`config.mk`:
```
export PLATFORM = sky130hd
export DESIGN_NAME = ram_read_demux
export DESIGN_NICKNAME = d
export VERILOG_FILES = /design/src/rtl/ram_read_demux.sv
export SDC_FILE = /design/constraint.sdc
export NUM_CORES = 1
export LEC_CHECK = 0
export CELL_PAD_IN_SITES_DETAIL_PLACEMENT = 0
export CELL_PAD_IN_SITES_GLOBAL_PLACEMENT = 1
export CORE_MARGIN = 2
export CORE_UTILIZATION = 30
export CTS_BUF_LIST = sky130_fd_sc_hd__clkbuf_8
export DETAILED_ROUTE_END_ITERATION = 10
export GPL_TIMING_DRIVEN = 0
export PLACE_DENSITY_LB_ADDON = 0.25
export SYNTH_ARGS = -nofsm -noshare
export SYNTH_HDL_FRONTEND = slang
export SYNTH_SLANG_ARGS = --single-unit
export TNS_END_PERCENT = 5
```
`constraint.sdc`:
```
create_clock -name clk -period 4.4 [get_ports clk]
set_input_delay 1.1 -clock clk [delete_from_list [all_inputs] [get_ports clk]]
set_output_delay 1.1 -clock clk [all_outputs]
set_load 0.05 [all_outputs]
```
`src/rtl/ram_read_demux.sv`:
```
// ram_read_demux
//   Reads a block of bytes from the shared RAM and hands each byte to one
//   downstream consumer. The consumer is chosen by the mode latched on Start:
//     {Load,Image,Layer} = 100 -> compressor
//                          110 -> output file writer
//                          001 -> CNN layer input
//   Any other mode ends the transfer at once with Done and Error.
//   Each byte uses three states: ISSUE (read strobe), CAPTURE (register the
//   RAM data) and PRESENT (Valid held until Ready).
//
// Ports
//   clk, rst                        clock, async active-high reset
//   Start, Load, Image, Layer       transfer request and mode, sampled in IDLE
//   BaseAddr, Length                first address and byte count, sampled in IDLE
//   RAMRead, RAMAddr, FromRAM       RAM read port (data returns one cycle later)
//   DataOut                         registered byte, shared by all consumers
//   ValidCompress/ReadyCompress     compressor handshake
//   ValidFile/ReadyFile             file writer handshake
//   ValidLayer/ReadyLayer           layer input handshake
//   Busy, Done, Error               status; Done/Error are one-cycle pulses
module ram_read_demux #(
  parameter int ADDR_W = 16,
  parameter int LEN_W  = 16
) (
  input  logic              clk,
  input  logic              rst,
  input  logic              Start,
  input  logic              Load,
  input  logic              Image,
  input  logic              Layer,
  input  logic [ADDR_W-1:0] BaseAddr,
  input  logic [LEN_W-1:0]  Length,
  output logic              RAMRead,
  output logic [ADDR_W-1:0] RAMAddr,
  input  logic [7:0]        FromRAM,
  output logic [7:0]        DataOut,
  output logic              ValidCompress,
  input  logic              ReadyCompress,
  output logic              ValidFile,
  input  logic              ReadyFile,
  output logic              ValidLayer,
  input  logic              ReadyLayer,
  output logic              Busy,
  output logic              Done,
  output logic              Error
);

  localparam logic [2:0] M_COMP  = 3'b100;
  localparam logic [2:0] M_FILE  = 3'b110;
  localparam logic [2:0] M_LAYER = 3'b001;

  typedef enum logic [2:0] {IDLE, ISSUE, CAPTURE, PRESENT, FINISH} state_t;

  state_t              state;
  logic [2:0]          mode;
  logic [ADDR_W-1:0]   base;
  logic [LEN_W-1:0]    len;
  logic [LEN_W-1:0]    idx;
  logic [LEN_W-1:0]    idx_nxt;
  logic [2:0]          req_mode;
  logic                handshake;

  function automatic logic mode_legal(input logic [2:0] m);
    return (m == M_COMP) || (m == M_FILE) || (m == M_LAYER);
  endfunction

  assign req_mode = {Load, Image, Layer};
  assign idx_nxt  = idx + 1'b1;

  // Only the selected Valid is ever high, so Ready of the other consumers
  // cannot contribute to a handshake.
  assign handshake = (ValidCompress & ReadyCompress) |
                     (ValidFile     & ReadyFile)     |
                     (ValidLayer    & ReadyLayer);

  always_ff @(posedge clk or posedge rst) begin
    if (rst) begin
      state         <= IDLE;
      mode          <= '0;
      base          <= '0;
      len           <= '0;
      idx           <= '0;
      RAMRead       <= 1'b0;
      RAMAddr       <= '0;
      DataOut       <= '0;
      ValidCompress <= 1'b0;
      ValidFile     <= 1'b0;
      ValidLayer    <= 1'b0;
      Busy          <= 1'b0;
      Done          <= 1'b0;
      Error         <= 1'b0;
    end else begin
      // Strobes default low; each state raises them only for one cycle.
      RAMRead <= 1'b0;
      Done    <= 1'b0;
      Error   <= 1'b0;
      case (state)
        IDLE: begin
          if (Start) begin
            mode <= req_mode;
            base <= BaseAddr;
            len  <= Length;
            idx  <= '0;
            Busy <= 1'b1;
            if (!mode_legal(req_mode)) begin
              state <= FINISH;
              Done  <= 1'b1;
              Error <= 1'b1;
            end else if (Length == '0) begin
              state <= FINISH;
              Done  <= 1'b1;
            end else begin
              state   <= ISSUE;
              RAMRead <= 1'b1;
              RAMAddr <= BaseAddr;
            end
          end
        end
        ISSUE: begin
          // RAMRead/RAMAddr were registered on entry; data arrives next cycle.
          state <= CAPTURE;
        end
        CAPTURE: begin
          DataOut       <= FromRAM;
          ValidCompress <= (mode == M_COMP);
          ValidFile     <= (mode == M_FILE);
          ValidLayer    <= (mode == M_LAYER);
          state         <= PRESENT;
        end
        PRESENT: begin
          if (handshake) begin
            ValidCompress <= 1'b0;
            ValidFile     <= 1'b0;
            ValidLayer    <= 1'b0;
            idx           <= idx_nxt;
            if (idx_nxt == len) begin
              state <= FINISH;
              Done  <= 1'b1;
            end else begin
              state   <= ISSUE;
              RAMRead <= 1'b1;
              // Sum is truncated to ADDR_W, giving the modulo wrap.
              RAMAddr <= base + ADDR_W'(idx_nxt);
            end
          end
        end
        FINISH: begin
          Busy  <= 1'b0;
          state <= IDLE;
        end
        default: state <= IDLE;
      endcase
    end
  end

endmodule
```
==> reports/summary.txt <==
Netlist cell types - 55
post-synthesis mux area share - 0.143
CP max-delay cell - dfrtp_1
Die Height - 132 um
final setup TNS - 0 ns
number of post-CTS setup repair buffers - 0
FF-to-FF Start - idx[0]
final worst path period need - 3.86 ns
Worst VDD drop - 0.000190 V
area of the die - 17500 um2
final setup fails - 0
Tot Pwr - 1.36 mW
GPL Wtd Cong - 0.842
status - finished, final reports clean
Req. time, crit path - 4.66 ns
max incr delay on CP - 0.46 ns
Post-Synth XOR/XNOR Area - 0.0779
residual DRC count - 0
most frequently used flop master after synthesis - dfrtp_1
Via density - 4.92
clock sink total - 85
drt total wl - 13100 um
Synth area leader - dfrtp_1
worst hold path type - flop to flop
GRT Total Usage - 0.154
R2R setup slack - 0.54 ns
cells along the critical path - ha_1 -> and3_1 -> buf_2 -> nand3_1 -> xnor2_1 -> ha_1 -> or2_2 -> a21oi_1 -> nor2_1 -> a221oi_1 -> nor2b_1 -> xor2_1 -> o21ai_0 -> mux2_2
num ports - 80
ratio of cells with drive above 1 in the final layout - 0.149
worst reg2reg path depth - 14
vias post-DR - 3898
die width - 132 um
switching power total - 0.312 mW
min-delay src - RAMAddr[5]
yosys warns - 0
Min-Delay Path Depth - 1
CTS Buf Count - 9
Synth top cells by count - 85 x dfrtp_1, 51 x mux2_2, 42 x nand2_1
average wire per standard cell - 16.5 um
FF-to-FF End - RAMAddr[12]
Rel. slew slack - 0.230
Post-CTS Resized - 0
crit-path max FO - 7
antenna violations before repair - 0
largest net degree at the start of global routing - 48
Area Growth Syn to Fin - 25.4%
Synth top area share - 0.430
sequential cell fraction of total power - 0.574
syn nets - 552
Final Max Slew Viols - 0
starting density of the core - 0.309
clock share of power - 0.373
LEAKAGE - 2.83 nW
Min Hold Slack - 0.493 ns
Iter 0 DRT Violations - 207
Routed Antenna Nets - 0
Area contributors post-synth - dfrtp_1 43%, mux2_2 12%, ha_1 5.1%
Worst Skew - 0.00829 ns
CP startpoint kind - flop
FFs w/ async S/R, synth - 1.00
delay-heaviest family, CP - simple AND/OR/NAND/NOR gates
Pwr per Cell Area - 219 nW/um2
drt pass-1 iters - 4
Power Internal - 1.05 mW
Worst-path clk slew - 0.08 ns
Diodes inserted - 0
max-cap violation count - 0
Max clock buf depth - 2
clock latency at the later pin of the worst-skew pair - 0.37 ns
main combinational cell family by area after synthesis - multiplexers
fin crit share - 0.877
Layout Nets - 643
Mapped Avg Cell Area - 10.3 um2
post-synthesis compound-gate area fraction - 0.135
crit-path most repeated cell - ha_1
WP data arrival - 4.12 ns
Sw Ratio - 0.229
core box area - 16000 um2
Root Buffer - clkbuf_8
Synth Area in Simple Gates - 0.130
CTS tree - built
worst setup margin - 0.541 ns
Port Buffer Count - 79
first-pass GRT wire length - 21200 um
most numerous cell in the Yosys netlist - dfrtp_1
Post-Synth Adder-Cell Area - 0.0546
CP Capture Type - flop
Post-synth EDFFs - 0
non-filler cells, final - 792
placed cell count - 778
grt total ovfl - 0
vias in the first global route - 3980
H-tree depth - 3
dpl ws - 0.514 ns
Critical path buffers and inverters - 1
Final Hold Vio Count - 0
Worst Hold Path EP - RAMAddr[5]
RSZ-0062 raised after global routing - false
Final HPWL DP - 9860 um
Mapped Cells - 482
Seq cells post-synth - 85
# hold bufs at CTS - 0
type of the worst setup path - flop to flop
Peak Freq - 0.259 GHz
row count - 46
Comb power frac - 0.053
Mapped Area - 4950 um2
sequential area share after synthesis - 0.430
Worst Max-Slew Pin Slew - 1.15 ns
per-layer routing:
| metal | GRT usage | wire, um | vias to the layer above |
|---|---|---|---|
| li1 | - | - | 1917 |
| met1 | 0.210 | 6160 | 1881 |
| met2 | 0.236 | 5980 | 90 |
| met3 | 0.0506 | 748 | 10 |
| met4 | 0.0394 | 160 | 0 |
| met5 | 0 | 0 | - |
cells by family after synthesis:
kind of cell,Yosys count
muxes,63
DFF,85
AOI/OAI and AO/OA,107
adders and majority gates,21
buffers and inverters,32
and+or+nand+nor,130
xor gates and xnor gates,44
worst reg2reg max path, stage by stage (launching register included):
cell	delay [ns]
dfrtp_1	0.46
ha_1	0.25
and3_1	0.16
buf_2	0.19
nand3_1	0.27
xnor2_1	0.35
ha_1	0.33
or2_2	0.31
a21oi_1	0.21
nor2_1	0.11
a221oi_1	0.36
nor2b_1	0.21
xor2_1	0.17
o21ai_0	0.09
mux2_2	0.28
power groups by stage:
stage                     logic [mW]  clock network [mW]  registers (mW)
after floorplan               0.0141                   0           0.796
after global placement        0.0700                   0           0.796
after detailed placement      0.0745                   0           0.796
after CTS                     0.0747               0.535           0.780
after global routing          0.0790               0.566           0.780
final                         0.0724               0.507           0.780
sequential cells by signal (all words and copies together) (netlist names), 3 cells and up:
signal	count
base	16
len	16
state	3
RAMAddr	16
mode	3
idx	16
DataOut	8
stage by stage:
step	utilization	cell area (um2)
after floorplan	-	4950
after global placement	0.376	6010
after detailed placement	0.377	6040
after CTS	0.388	6200
after global routing	0.388	6200
final	0.388	6200
worst max-delay path by stage:
stage                             start          end  depth (start not counted)
after floorplan                     rst         Busy                          1
after CTS                        idx[0]  RAMAddr[12]                         14
final                            idx[0]  RAMAddr[12]                         14
after detailed placement  ReadyCompress   RAMAddr[2]                          9
after global routing             idx[0]  RAMAddr[14]                         14
after global placement              rst       idx[6]                          2
layout by cell type, fill, tap and decap left out, types with 4 or more instances in the layout:
master           instances
dfrtp_1                 85
clkdlybuf4s50_1         79
mux2_2                  51
nand2_1                 42
o21ai_0                 41
nor2_1                  32
xnor2_1                 25
a21oi_1                 24
ha_1                    20
xor2_1                  19
clkbuf_1                13
nor3_1                  11
clkbuf_8                11
nor4_1                  10
mux2_1                   9
inv_1                    8
buf_2                    6
nand3_1                  6
o31ai_1                  6
a22o_1                   6
a211oi_1                 5
or3_1                    5
and3_1                   4
area by class of cell:
cell class / count / area, um2
clock buffer: 11 / 151
fill: 1633 / 9800
tap: 216 / 270
clock inverter: 3 / 13.8
multi-input combinational: 365 / 2670
inverter: 8 / 32.5
sequential: 85 / 2130
buffer: 24 / 120
timing repair buffer: 80 / 818
No activity file was read; power rests on OpenSTA's default activity.
